File: config.mk
export PLATFORM = sky130hd
export DESIGN_NAME = spi_motor_cmd_rx
export DESIGN_NICKNAME = d
export VERILOG_FILES = /design/src/rtl/spi_motor_cmd_rx.sv
export SDC_FILE = /design/constraint.sdc
export NUM_CORES = 1
export LEC_CHECK = 0
export ABC_AREA = 1
export CORE_ASPECT_RATIO = 2
export CORE_MARGIN = 2
export CORE_UTILIZATION = 40
export DETAILED_ROUTE_END_ITERATION = 7
export HOLD_SLACK_MARGIN = 0.1
export PLACE_DENSITY = 0.64
export SLEW_MARGIN = 20
export SYNTH_ARGS = -nofsm -noshare
export SYNTH_HDL_FRONTEND = slang
export SYNTH_SLANG_ARGS = --single-unit
File: constraint.sdc
create_clock -name clk -period 4.1 [get_ports clk]
set_input_delay 0.82 -clock clk [delete_from_list [all_inputs] [get_ports clk]]
set_output_delay 0.82 -clock clk [all_outputs]
set_load 0.03 [all_outputs]
File: src/rtl/spi_motor_cmd_rx.sv
// SPI slave (mode 0) that receives 16-bit motor command frames, clamps the
// duties, and holds them for the PWM controller with a watchdog failsafe.
module spi_motor_cmd_rx #(
  parameter logic [6:0]  DUTY_MAX       = 7'd100,
  parameter logic [23:0] TIMEOUT_CYCLES = 24'd4_800_000
) (
  input  logic       clk,
  input  logic       reset,
  input  logic       sck,
  input  logic       sdi,
  input  logic       cs_n,
  output logic       motor1_sign,
  output logic [6:0] motor1_upperlimit,
  output logic       motor2_sign,
  output logic [6:0] motor2_upperlimit,
  output logic       load,
  output logic       frame_err,
  output logic       timeout
);

  typedef enum logic [1:0] {IDLE, SHIFT, COMMIT} state_t;

  function automatic logic [6:0] clamp_duty(input logic [6:0] duty);
    return (duty > DUTY_MAX) ? DUTY_MAX : duty;
  endfunction

  logic [2:0]  sck_sync_q, sck_sync_d;
  logic [2:0]  cs_sync_q, cs_sync_d;
  logic [1:0]  sdi_sync_q, sdi_sync_d;
  state_t      state_q, state_d;
  logic [15:0] shift_q, shift_d;
  logic [4:0]  bit_cnt_q, bit_cnt_d;
  logic [23:0] wd_cnt_q, wd_cnt_d;
  logic        m1_sign_q, m1_sign_d, m2_sign_q, m2_sign_d;
  logic [6:0]  m1_duty_q, m1_duty_d, m2_duty_q, m2_duty_d;
  logic        load_q, load_d, frame_err_q, frame_err_d, timeout_q, timeout_d;

  logic sck_rise, cs_fall, cs_rise, sdi_bit;
  logic accept, reject, wd_expire;

  assign sck_rise  = sck_sync_q[1] & ~sck_sync_q[2];
  assign cs_fall   = ~cs_sync_q[1] & cs_sync_q[2];
  assign cs_rise   = cs_sync_q[1] & ~cs_sync_q[2];
  assign sdi_bit   = sdi_sync_q[1];
  assign wd_expire = (wd_cnt_q == TIMEOUT_CYCLES - 24'd1);

  always_comb begin
    sck_sync_d = {sck_sync_q[1:0], sck};
    cs_sync_d  = {cs_sync_q[1:0], cs_n};
    sdi_sync_d = {sdi_sync_q[0], sdi};
  end

  // Frame FSM: SHIFT collects bits until cs_n rises, COMMIT judges the length.
  always_comb begin
    state_d   = state_q;
    shift_d   = shift_q;
    bit_cnt_d = bit_cnt_q;
    accept    = 1'b0;
    reject    = 1'b0;
    case (state_q)
      IDLE: begin
        if (cs_fall) begin
          shift_d   = 16'd0;
          bit_cnt_d = 5'd0;
          state_d   = SHIFT;
        end
      end
      SHIFT: begin
        if (sck_rise) begin
          shift_d = {shift_q[14:0], sdi_bit};
          if (bit_cnt_q != 5'd17) bit_cnt_d = bit_cnt_q + 5'd1;
        end
        if (cs_rise) state_d = COMMIT;
      end
      COMMIT: begin
        if (bit_cnt_q == 5'd16) accept = 1'b1;
        else                    reject = 1'b1;
        state_d = IDLE;
      end
      default: state_d = IDLE;
    endcase
  end

  // Output register and watchdog; an accepted frame beats a coincident expiry.
  always_comb begin
    m1_sign_d   = m1_sign_q;
    m1_duty_d   = m1_duty_q;
    m2_sign_d   = m2_sign_q;
    m2_duty_d   = m2_duty_q;
    load_d      = 1'b0;
    frame_err_d = reject;
    timeout_d   = timeout_q;
    wd_cnt_d    = wd_cnt_q;
    if (accept) begin
      m1_sign_d = shift_q[15];
      m1_duty_d = clamp_duty(shift_q[14:8]);
      m2_sign_d = shift_q[7];
      m2_duty_d = clamp_duty(shift_q[6:0]);
      load_d    = 1'b1;
      timeout_d = 1'b0;
      wd_cnt_d  = 24'd0;
    end else if (wd_expire) begin
      if (!timeout_q) begin
        m1_sign_d = 1'b0;
        m1_duty_d = 7'd0;
        m2_sign_d = 1'b0;
        m2_duty_d = 7'd0;
        load_d    = 1'b1;
        timeout_d = 1'b1;
      end
    end else begin
      wd_cnt_d = wd_cnt_q + 24'd1;
    end
  end

  always_ff @(posedge clk) begin
    if (!reset) begin
      sck_sync_q  <= 3'b000;
      cs_sync_q   <= 3'b111;
      sdi_sync_q  <= 2'b00;
      state_q     <= IDLE;
      shift_q     <= 16'd0;
      bit_cnt_q   <= 5'd0;
      wd_cnt_q    <= 24'd0;
      m1_sign_q   <= 1'b0;
      m1_duty_q   <= 7'd0;
      m2_sign_q   <= 1'b0;
      m2_duty_q   <= 7'd0;
      load_q      <= 1'b0;
      frame_err_q <= 1'b0;
      timeout_q   <= 1'b0;
    end else begin
      sck_sync_q  <= sck_sync_d;
      cs_sync_q   <= cs_sync_d;
      sdi_sync_q  <= sdi_sync_d;
      state_q     <= state_d;
      shift_q     <= shift_d;
      bit_cnt_q   <= bit_cnt_d;
      wd_cnt_q    <= wd_cnt_d;
      m1_sign_q   <= m1_sign_d;
      m1_duty_q   <= m1_duty_d;
      m2_sign_q   <= m2_sign_d;
      m2_duty_q   <= m2_duty_d;
      load_q      <= load_d;
      frame_err_q <= frame_err_d;
      timeout_q   <= timeout_d;
    end
  end

  assign motor1_sign       = m1_sign_q;
  assign motor1_upperlimit = m1_duty_q;
  assign motor2_sign       = m2_sign_q;
  assign motor2_upperlimit = m2_duty_q;
  assign load              = load_q;
  assign frame_err         = frame_err_q;
  assign timeout           = timeout_q;

endmodule

==> results by group, run 1 <==
Power
  – Power Total: ~0.0015 W
  – Pwr Density: approximately 370 nW/um^2
  – Leakage power: around 1.4 nW
  – Max VDD drop: 0.215 mV

Global routing
  – Vias in the first global route: approximately 2,800
  – Overall Global Routing Usage: between 10% and 20%
  – Largest net degree at the start of global routing: 27
  – First-pass GRT wire length: between 10 and 15 mm
  – Total gr overflow: 0
  – Initial antenna violation count: 0

Clocking
  – Sink Count: between 70 and 80
  – Root buffer cell: clkbuf_16
  – CTS Hold Bufs: 0
  – Htree depth: 3
  – Worst-skew pair later-pin latency: about 330 ps
  – CTS tree: built
  – Post_cts resized: 0
  – CTS Buf Count: 9
  – Clk slew on worst S/H paths: 50 ps
  – Setup Fix Bufs, Post-CTS: 0
  – Clock Tree Buf Depth: 2

Critical path
  – Critical Path Max Stage Delay: 570 ps
  – Crit end category: register
  – Worst R2R End: bit_cnt_q[3]$_SDFFE_PN0P_
  – FF-to-FF path depth: 9
  – Required @ worst endpoint: roughly 4300 ps
  – CP startpoint kind: register
  – CP arrival: around 2700 ps
  – R2r setup slk: about 1700 ps
  – Crit path max fanout: 17
  – Crit-path cells: inv_1 -> nor2_1 -> nand2_2 -> nand2_1 -> nand2_2 -> inv_2 -> nand2_1 -> o21ai_0 -> nor2_1
  – Worst R2R Start: state_q[0]$_SDFFE_PN0P_
  – Setup CP Type: reg2reg
  – Slowest-stage cell, CP: nor2_1

Yosys
  – Synthesized flop and latch total: 74
  – XOR/XNOR share of the synthesized area: under 10%
  – Post-synth top cells: dfxtp_1 (74), nand2_1 (73), inv_1 (65)
  – Dominant synthesized flop cell: dfxtp_1
  – Sequential-to-total area share from yosys stat: about 44%
  – Compound-Gate Fraction of Synth Area: 12.0%
  – Post-synthesis mux area share: 0%
  – Post-synth EDFFs: 0
  – Post-synthesis adder-cell area fraction: under 10%
  – Leading area contributor after synthesis: dfxtp_1
  – Combinational family with the most area after synthesis: simple AND/OR/NAND/NOR gates
  – Synth top area share: between 40% and 50%
  – Synth top area cells: dfxtp_1 (44%), nand2_1 (8.2%), inv_1 (7.3%), nand3_1 (5.7%), a21oi_1 (5.4%)
  – Syn Std Cell Area: around 3400 um^2
  – FFs w/ async S/R, synth: 0%
  – Avg Inst Size Synth: 7.65 um^2
  – Synth Area in Simple Gates: 29.7%
  – Ys Warns: 0
  – Syn_nets: between 400 and 500
  – Synth cell types: 34
  – Cell with the most instances after synthesis: dfxtp_1
  – Synth Instances: ~440

Timing
  – Fmax: roughly 0.41 GHz
  – Fin. Hold Viols: 0
  – Slew HR: between 50% and 60%
  – Final Skew: 7.91 ps
  – Min Hold Slack: between 400 and 500 ps
  – Fin crit period: between 2000 and 2500 ps
  – Worst slew pin tran: 718 ps
  – Final Cycle Share: between 50 and 60%
  – Final setup fails: 0
  – Fin Setup TNS: 0 ps
  – RSZ-0062 raised after global routing: false
  – Max Slew Vio Count: 0

Cells and area
  – # fillers: ~830
  – Post-route cell area: 3920 um^2
  – # nets final: between 400 and 500
  – Util after Layout: 47.6%
  – Area Growth Syn to Fin: 16.6%
  – ANT cells: 0
  – Fraction of layout cells with a size suffix above 1: approximately an eighth

Place
  – DP HPWL: 5.66 mm
  – Buffers on Ports: 23
  – Placed Area: around 3700 um^2
  – Routability-driven placement congestion ratio: approximately 0.87

Status
  – Outcome: completed

Die
  – Die height: approximately 130 um
  – Full die area: 9190 um^2
  – # IOs: 24
  – Core ar.: approximately 8200 um^2
  – Cell Rows: 47
  – Die width: 68.8 um
  – Initial Utilization: 40.8%

Hold path
  – Hold-critical path depth: 1
  – Hold path start: cs_sync_q[0]$_SDFF_PN1_
  – Hold Path Sink: cs_sync_q[1]$_SDFF_PN1_
  – Hold crit path type: reg2reg

Routing
  – DR DRC count: 0
  – Via count: around 2,800
  – 1st-iter DRT viols: 146
  – DRT Pass-1 Iters: 4
  – Post-Route WL: 7.42 mm
  – Routed vias/inst: just over 5
  – Post-route ant nets: 0
  – Post-DR wirelength/cell: about 13 um

Flow run
  – Max-cap check violation count: 0
[cell type report]
cell class                      instances  area (um^2)  area share, %
Sequential cell                        74         1480           37.8
Clock inverter                          3         17.5          0.447
Multi-Input combinational cell        283         1550           39.5
Timing Repair Buffer                   25          245           6.26
Tap cell                               98          123           3.13
Clock buffer                           11          243           6.20
Inverter                               69          259           6.62
[stage by stage]
step / setup WS, ps / cells
global placement: 1720 / 549
global route: 1470 / 563
CTS: 1700 / 563
floorplan: 2330 / 439
detailed placement: 1710 / 549
finish: 1660 / 563
[worst max-delay path by stage]
| stage | from | endpoint | slack, ps | cells past startpoint |
|---|---|---|---|---|
| 6_report | state_q[0]$_SDFFE_PN0P_ | bit_cnt_q[3]$_SDFFE_PN0P_ | 1660 | 9 |
| 5_1_grt | state_q[0]$_SDFFE_PN0P_ | bit_cnt_q[2]$_SDFFE_PN0P_ | 1470 | 9 |
| 4_1_cts | state_q[0]$_SDFFE_PN0P_ | bit_cnt_q[3]$_SDFFE_PN0P_ | 1700 | 9 |
| 3_5_place_dp | reset | bit_cnt_q[3]$_SDFFE_PN0P_ | 1710 | 6 |
| 3_3_place_gp | reset | bit_cnt_q[3]$_SDFFE_PN0P_ | 1720 | 6 |
| 2_1_floorplan | reset | motor1_upperlimit[0]$_SDFFE_PN0P_ | 2330 | 5 |
[logic make-up after synthesis]
logic type	count (synthesis)
AND/OR/NAND/NOR	200
AO/OA/AOI/OAI	68
flip-flops	74
XOR/XNOR	11
buffers and inverters	82
adder cells (fa/ha/maj)	4
[flip-flops by register name, summed over array words and instances (netlist names)]
register / cells
motor2_upperlimit: 7
frame_err: 1
shift_q: 16
motor1_sign: 1
state_q: 2
sdi_sync_q: 2
wd_cnt_q: 24
motor2_sign: 1
motor1_upperlimit: 7
bit_cnt_q: 5
timeout: 1
sck_sync_q: 3
cs_sync_q: 3
load: 1
[where the power goes]
part           leakage [nW]  switching (W)  internal, W
registers             0.598     0.00000555     0.000727
logic                 0.696      0.0000285    0.0000137
clock network         0.127       0.000274     0.000416
total                  1.42       0.000308      0.00116
[metal layers]
layer	GRT usage, %	vias up	part of all wire [%]	wire length, um
met1	16.5	1322	35	2630
met3	4.65	12	2.9	217
met4	8.39	0	2.2	161
met2	34.2	35	59	4420
li1	-	1461	-	-
met5	0	-	0	0
[cells in the final DEF (no fill, tap or decap), drive strengths merged]
cell type and instances:
nand2 78, dfxtp 74, inv 69, nor2 51, nand3 48, a21oi 46, clkdlybuf4s50 23, o22ai 11
clkbuf 11, nor3 10, o21ai 9, nand4 8, xor2 6, xnor2 5, ha 4, or2 4
a31oi 2, clkinv 2, buf 2, nand3b 1, clkinvlp 1
[critical path, delay by kind of cell, from the launching register on]
| kind | cells | cell delay [ps] |
|---|---|---|
| AND/OR/NAND/NOR | 6 | 1600 |
| flip-flops | 1 | 370 |
| buffers and inverters | 2 | 210 |
| AO/OA/AOI/OAI | 1 | 150 |
Note: power is estimated with default switching activity, not from simulation.
==> run 2: changes to the inputs <==
- clock period: 4.1 -> 2.3 ns (I/O delays scaled with it)
==> run 2 against run 1 <==
Die area unchanged. Via count down 0.18%. Worst setup slack got worse by 1200 ps. Sequential power rose by 78%. Critical path depth fell by 8. Count of clock-buffer cells in the layout rose by 2. Non-clock buffer count is 4 higher. Sequential share of layout area is 0.57 points lower. Core utilization up 0.73 points. First-iteration DRC count decreased by 2.7%.
==> results by group, run 2 (synthesis gave the netlist of run 1 again) <==
Cells and area
  – Max FFs per register: 24 (unchanged)
  – Fraction of layout cells with a size suffix above 1: 13.2% (was 12.0%)
  – Commonest non-fill, non-tap cell in the layout: dfxtp_1 (unchanged)
  – ANT cells: 0 (unchanged)
  – # fillers: 843 (was 833)
  – # nets final: 475 (was 471)
  – Most frequent cells in the layout: dfxtp_1 (74), nand2_1 (73), inv_1 (65), nor2_1 (42), nand3_1 (38) (unchanged)
  – Area Growth Syn to Fin: 18.4% (was 16.6%)
  – Util after Layout: 48.3% (was 47.6%)
  – Biggest register: wd_cnt_q (unchanged)
  – Biggest registers after layout: wd_cnt_q: 24 flops, shift_q: 16 flops (unchanged)

Critical path
  – CP bufs+invs: 1 (was 2)
  – FF-to-FF path depth: 8 (was 9)
  – Required @ worst endpoint: 1840 ps (was 4320 ps)
  – Crit end category: output pin (was register)
  – Setup CP Type: reg2out (was reg2reg)
  – Crit-path cells: clkdlybuf4s50_1 (was inv_1 -> nor2_1 -> nand2_2 -> nand2_1 -> nand2_2 -> inv_2 -> nand2_1 -> o21ai_0 -> nor2_1)
  – CP Depth: 1 (was 9)
  – Largest delay share family, worst path: buffers and inverters (was simple AND/OR/NAND/NOR gates)
  – Slowest-stage cell, CP: clkdlybuf4s50_1 (was nor2_1)
  – Critical Path Max Stage Delay: 690 ps (was 570 ps)
  – CP arrival: 1390 ps (was 2660 ps)
  – CP startpoint kind: register (unchanged)
  – Crit path max fanout: 2 (was 17)

Power
  – Max VDD drop: 0.502 mV (was 0.215 mV)
  – Pwr Density: 686 nW/um^2 (was 374 nW/um^2)
  – Leakage power: 1.46 nW (was 1.42 nW)

Clocking
  – Sink Count: 74 (unchanged)
  – Clk slew on worst S/H paths: 50 ps (about the same)
  – Worst-skew pair later-pin latency: 330 ps (about the same)
  – Clock Tree Buf Depth: 2 (unchanged)
  – CTS Hold Bufs: 0 (unchanged)
  – Setup Fix Bufs, Post-CTS: 0 (unchanged)
  – CTS Buf Count: 9 (unchanged)
  – Htree depth: 3 (unchanged)
  – Post_cts resized: 0 (unchanged)
  – CTS tree: built (unchanged)
  – Root buffer cell: clkbuf_16 (unchanged)

Place
  – Buffers on Ports: 23 (unchanged)
  – Routability-driven placement congestion ratio: 0.836 (was 0.872)
  – DP HPWL: 5.49 mm (was 5.66 mm)

Global routing
  – Initial antenna violation count: 0 (unchanged)
  – Overall Global Routing Usage: 17.6% (was 18.0%)
  – Total gr overflow: 0 (unchanged)
  – First-pass GRT wire length: 12.3 mm (was 12.5 mm)
  – Largest net degree at the start of global routing: 40 (was 27)
  – Vias in the first global route: 2,832 (was 2,782)

Die
  – Core ar.: 8230 um^2 (unchanged)
  – # IOs: 24 (unchanged)
  – Die height: 134 um (unchanged)
  – Full die area: 9190 um^2 (unchanged)
  – Cell Rows: 47 (unchanged)
  – Die width: 68.8 um (unchanged)
  – Initial Utilization: 40.8% (unchanged)

Timing
  – Final Cycle Share: roughly four fifths
  – Fin. Hold Viols: 0 (unchanged)
  – Final setup fails: 0 (unchanged)
  – Max Slew Vio Count: 0 (unchanged)
  – RSZ-0062 raised after global routing: false (unchanged)
  – Final Skew: 3.75 ps (was 7.91 ps)
  – Slew HR: 70.1% (was 52.0%)
  – Worst slew pin tran: 449 ps (was 718 ps)
  – Fmax: 0.541 GHz
  – Fin crit period: between 1500 and 2000 ps
  – Fin Setup TNS: 0 ps (unchanged)

Routing
  – 1st-iter DRT viols: 142 (was 146)
  – Post-DR wirelength/cell: 12.8 um (was 13.2 um)
  – Routed vias/inst: 4.97 (was 5.03)
  – Via count: 2,825 (was 2,830)
  – Post-route ant nets: 0 (unchanged)
  – DRT Pass-1 Iters: 4 (unchanged)
  – DR DRC count: 0 (unchanged)
  – Post-Route WL: 7.24 mm (was 7.42 mm)

Flow run
  – Max-cap check violation count: 0 (unchanged)

Hold path
  – Hold crit path type: reg2reg (unchanged)
  – Hold-critical path depth: 2 (was 1)

Status
  – Outcome: completed (unchanged)
run 2: cell count changes in the layout (fill, tap and decap cells not counted), sizes merged:
cell and delta:
clkbuf +2, clkinvlp -1, buf +4
run 2: cell type report:
cell class	count	area (um^2)	area share (%)
well taps	98	123	3.08
inverters	69	259	6.52
flip-flops and latches	74	1480	37.3
multi-input cells	283	1550	38.9
clock buffers	13	280	7.05
repair buffers	29	275	6.92
clock inverters	2	10.0	0.252
run 2: power breakdown:
part	total, W	switching [W]	internal (W)
logic	0.0000806	0.0000527	0.0000279
clock network	0.00134	0.000504	0.000838
registers	0.00130	0.00000931	0.00129
run 2: per-layer routing:
| layer | vias up | routed length, um | GRT usage [%] |
|---|---|---|---|
| met5 | - | 0 | 0 |
| met4 | 0 | 145 | 6.97 |
| met3 | 12 | 170 | 4.14 |
| met2 | 28 | 4300 | 33.8 |
| met1 | 1322 | 2630 | 16.8 |
| li1 | 1463 | - | - |
run 2: final timing paths:
kind | to | startpoint | slack (ps)
worst max register to register | motor2_upperlimit[0]$_SDFFE_PN0P_ | wd_cnt_q[0]$_SDFFE_PP0P_ | 520
worst min register to register | sck_sync_q[1]$_SDFF_PN0_ | sck_sync_q[0]$_SDFF_PN0_ | 410
worst max-delay path | motor1_upperlimit[3] | motor1_upperlimit[3]$_SDFFE_PN0P_ | 450
worst min-delay path | sck_sync_q[1]$_SDFF_PN0_ | sck_sync_q[0]$_SDFF_PN0_ | 410
run 2: stage by stage:
stage	area, um^2	hold slack, ps	power (W)	cells	setup slack [ps]
detailed placement	3680	403	0.00141	553	455
global route	3980	440	0.00283	568	377
global placement	3680	395	0.00141	553	500
finish	3980	410	0.00273	568	451
floorplan	3360	390	0.00139	439	751
CTS	3980	415	0.00276	568	437
==> run 3: changes to the inputs <==
- clock period: 2.3 -> 1.94 ns (I/O delays scaled with it)
==> run 3 against run 2 <==
Worst setup slack worse by 280 ps. Core utilization is 0.44 points higher. Total power is 21% higher. Cell count is 0.88% higher. First-iteration DRC count is 27% higher. Clock power is 22% higher. Non-clock buffer count is 4 higher. Clock skew is 4.1 ps higher. Sequential share of layout area is 0.34 points lower. Largest cell class unchanged.
==> results by group, run 3 (synthesis gave the netlist of run 1 again) <==
Cells and area
  – ANT cells: 0 (unchanged)
  – # fillers: 840 (was 843)
  – Util after Layout: 48.7% (was 48.3%)
  – Max FFs per register: 24 (unchanged)
  – Fraction of layout cells with a size suffix above 1: 13.9% (was 13.2%)
  – Biggest registers after layout: wd_cnt_q: 24 flops, shift_q: 16 flops (unchanged)
  – Most frequent cells in the layout: dfxtp_1 (74), nand2_1 (73), inv_1 (65), nor2_1 (42), nand3_1 (38) (unchanged)
  – Commonest non-fill, non-tap cell in the layout: dfxtp_1 (unchanged)
  – Biggest register: wd_cnt_q (unchanged)
  – # nets final: 479 (was 475)
  – Area Growth Syn to Fin: 19.5% (was 18.4%)
  – FF/Latch Area: 1480 um^2 (unchanged)
  – Finished Layout Cells: 573 (was 568)
  – Area of the multi-input gates: 1550 um^2 (unchanged)

Clocking
  – CTS Buf Count: 9 (unchanged)
  – Sink Count: 74 (unchanged)
  – Post_cts resized: 0 (unchanged)
  – Htree depth: 3 (unchanged)
  – Root buffer cell: clkbuf_16 (unchanged)
  – Clk slew on worst S/H paths: 60 ps (was 50 ps)
  – Setup Fix Bufs, Post-CTS: 0 (unchanged)
  – CTS tree: built (unchanged)
  – CTS Hold Bufs: 0 (unchanged)
  – Clock Tree Buf Depth: 2 (unchanged)
  – Worst-skew pair later-pin latency: 330 ps (about the same)

Place
  – Buffers on Ports: 23 (unchanged)
  – DP HPWL: 5.40 mm (was 5.49 mm)
  – DP Cell Count: 557 (was 553)
  – Routability-driven placement congestion ratio: 0.811 (was 0.836)

Routing
  – Post-DR wirelength/cell: 12.4 um (was 12.8 um)
  – Via count: 2,820 (was 2,825)
  – DR DRC count: 0 (unchanged)
  – Post-route ant nets: 0 (unchanged)
  – Routed vias/inst: 4.92 (was 4.97)
  – DRT Pass-1 Iters: 4 (unchanged)
  – 1st-iter DRT viols: 181 (was 142)
  – Post-Route WL: 7.13 mm (was 7.24 mm)

Die
  – Core ar.: 8230 um^2 (unchanged)
  – Full die area: 9190 um^2 (unchanged)
  – Initial Utilization: 40.8% (unchanged)
  – # IOs: 24 (unchanged)
  – Die height: 134 um (unchanged)
  – Die width: 68.8 um (unchanged)
  – Cell Rows: 47 (unchanged)

Critical path
  – R2r setup slk: 220 ps (was 520 ps)
  – Required @ worst endpoint: 1550 ps (was 1840 ps)
  – Critical Path Max Stage Delay: 690 ps (about the same)
  – Largest delay share family, worst path: buffers and inverters (unchanged)
  – Slowest-stage cell, CP: clkdlybuf4s50_1 (unchanged)
  – CP startpoint kind: register (unchanged)
  – Setup CP Type: reg2out (unchanged)
  – Crit end category: output pin (unchanged)
  – Crit path max fanout: 2 (unchanged)
  – CP bufs+invs: 1 (unchanged)
  – CP arrival: 1380 ps (was 1390 ps)
  – Crit-path cells: clkdlybuf4s50_1 (unchanged)

Timing
  – Min Hold Slack: 408 ps (was 410 ps)
  – Fin Setup TNS: 0 ps (unchanged)
  – Slew HR: 74.2% (was 70.1%)
  – Fin. Hold Viols: 0 (unchanged)
  – Fin crit period: approximately 1800 ps
  – Worst slew pin tran: 386 ps (was 449 ps)
  – Fmax: between 0.5 and 0.6 GHz
  – Final Skew: 7.89 ps (was 3.75 ps)
  – Final Cycle Share: approximately 91%
  – RSZ-0062 raised after global routing: false (unchanged)
  – Max Slew Vio Count: 0 (unchanged)
  – Final setup fails: 0 (unchanged)

Power
  – Max VDD drop: 0.507 mV (was 0.502 mV)
  – Pwr Density: 819 nW/um^2 (was 686 nW/um^2)
  – Power Total: 0.00329 W (was 0.00273 W)
  – Leakage power: 1.48 nW (was 1.46 nW)

Global routing
  – Initial antenna violation count: 0 (unchanged)
  – Vias in the first global route: 2,705 (was 2,832)
  – Total gr overflow: 0 (unchanged)
  – Overall Global Routing Usage: 17.4% (was 17.6%)
  – First-pass GRT wire length: 12.0 mm (was 12.3 mm)
  – Largest net degree at the start of global routing: 22 (was 40)

Hold path
  – Hold crit path type: reg2reg (unchanged)

Status
  – Outcome: completed (unchanged)

Flow run
  – Max-cap check violation count: 0 (unchanged)
## run 3: final cells by class
| cell class | instances | share of cell area (%) |
|---|---|---|
| Multi-Input combinational cell | 283 | 38.6 |
| Clock inverter | 5 | 1.34 |
| Tap cell | 98 | 3.06 |
| Inverter | 69 | 6.46 |
| Clock buffer | 11 | 6.05 |
| Sequential cell | 74 | 36.9 |
| Timing Repair Buffer | 33 | 7.61 |
## run 3: path summary, 6_finish.rpt
path / from / end / cells past startpoint
worst max-delay path: motor1_upperlimit[2]$_SDFFE_PN0P_ / motor1_upperlimit[2] / 1
worst min-delay path: sck_sync_q[0]$_SDFF_PN0_ / sck_sync_q[1]$_SDFF_PN0_ / 2
worst max register to register: wd_cnt_q[0]$_SDFFE_PP0P_ / motor2_upperlimit[4]$_SDFFE_PN0P_ / 8
worst min register to register: sck_sync_q[0]$_SDFF_PN0_ / sck_sync_q[1]$_SDFF_PN0_ / 2
## run 3: layer usage
layer / up-vias / GRT usage, % / share of wire [%]
met1: 1307 / 16.0 / 36
li1: 1471 / - / -
met4: 0 / 8.39 / 1.8
met2: 33 / 32.9 / 60
met5: - / 0 / 0
met3: 9 / 4.22 / 2.5
## run 3: metrics by stage
step                      worst slack [ps]  area [um^2]
after floorplan                        391         3360
after global placement                 265         3710
after detailed placement               221         3710
after CTS                              135         4010
after global routing                  69.9         4010
final                                  172         4010
## run 3: power by group
part	internal [W]	switching (W)
Clock	0.00103	0.000616
Combinational	0.0000356	0.0000626
Sequential	0.00154	0.0000117
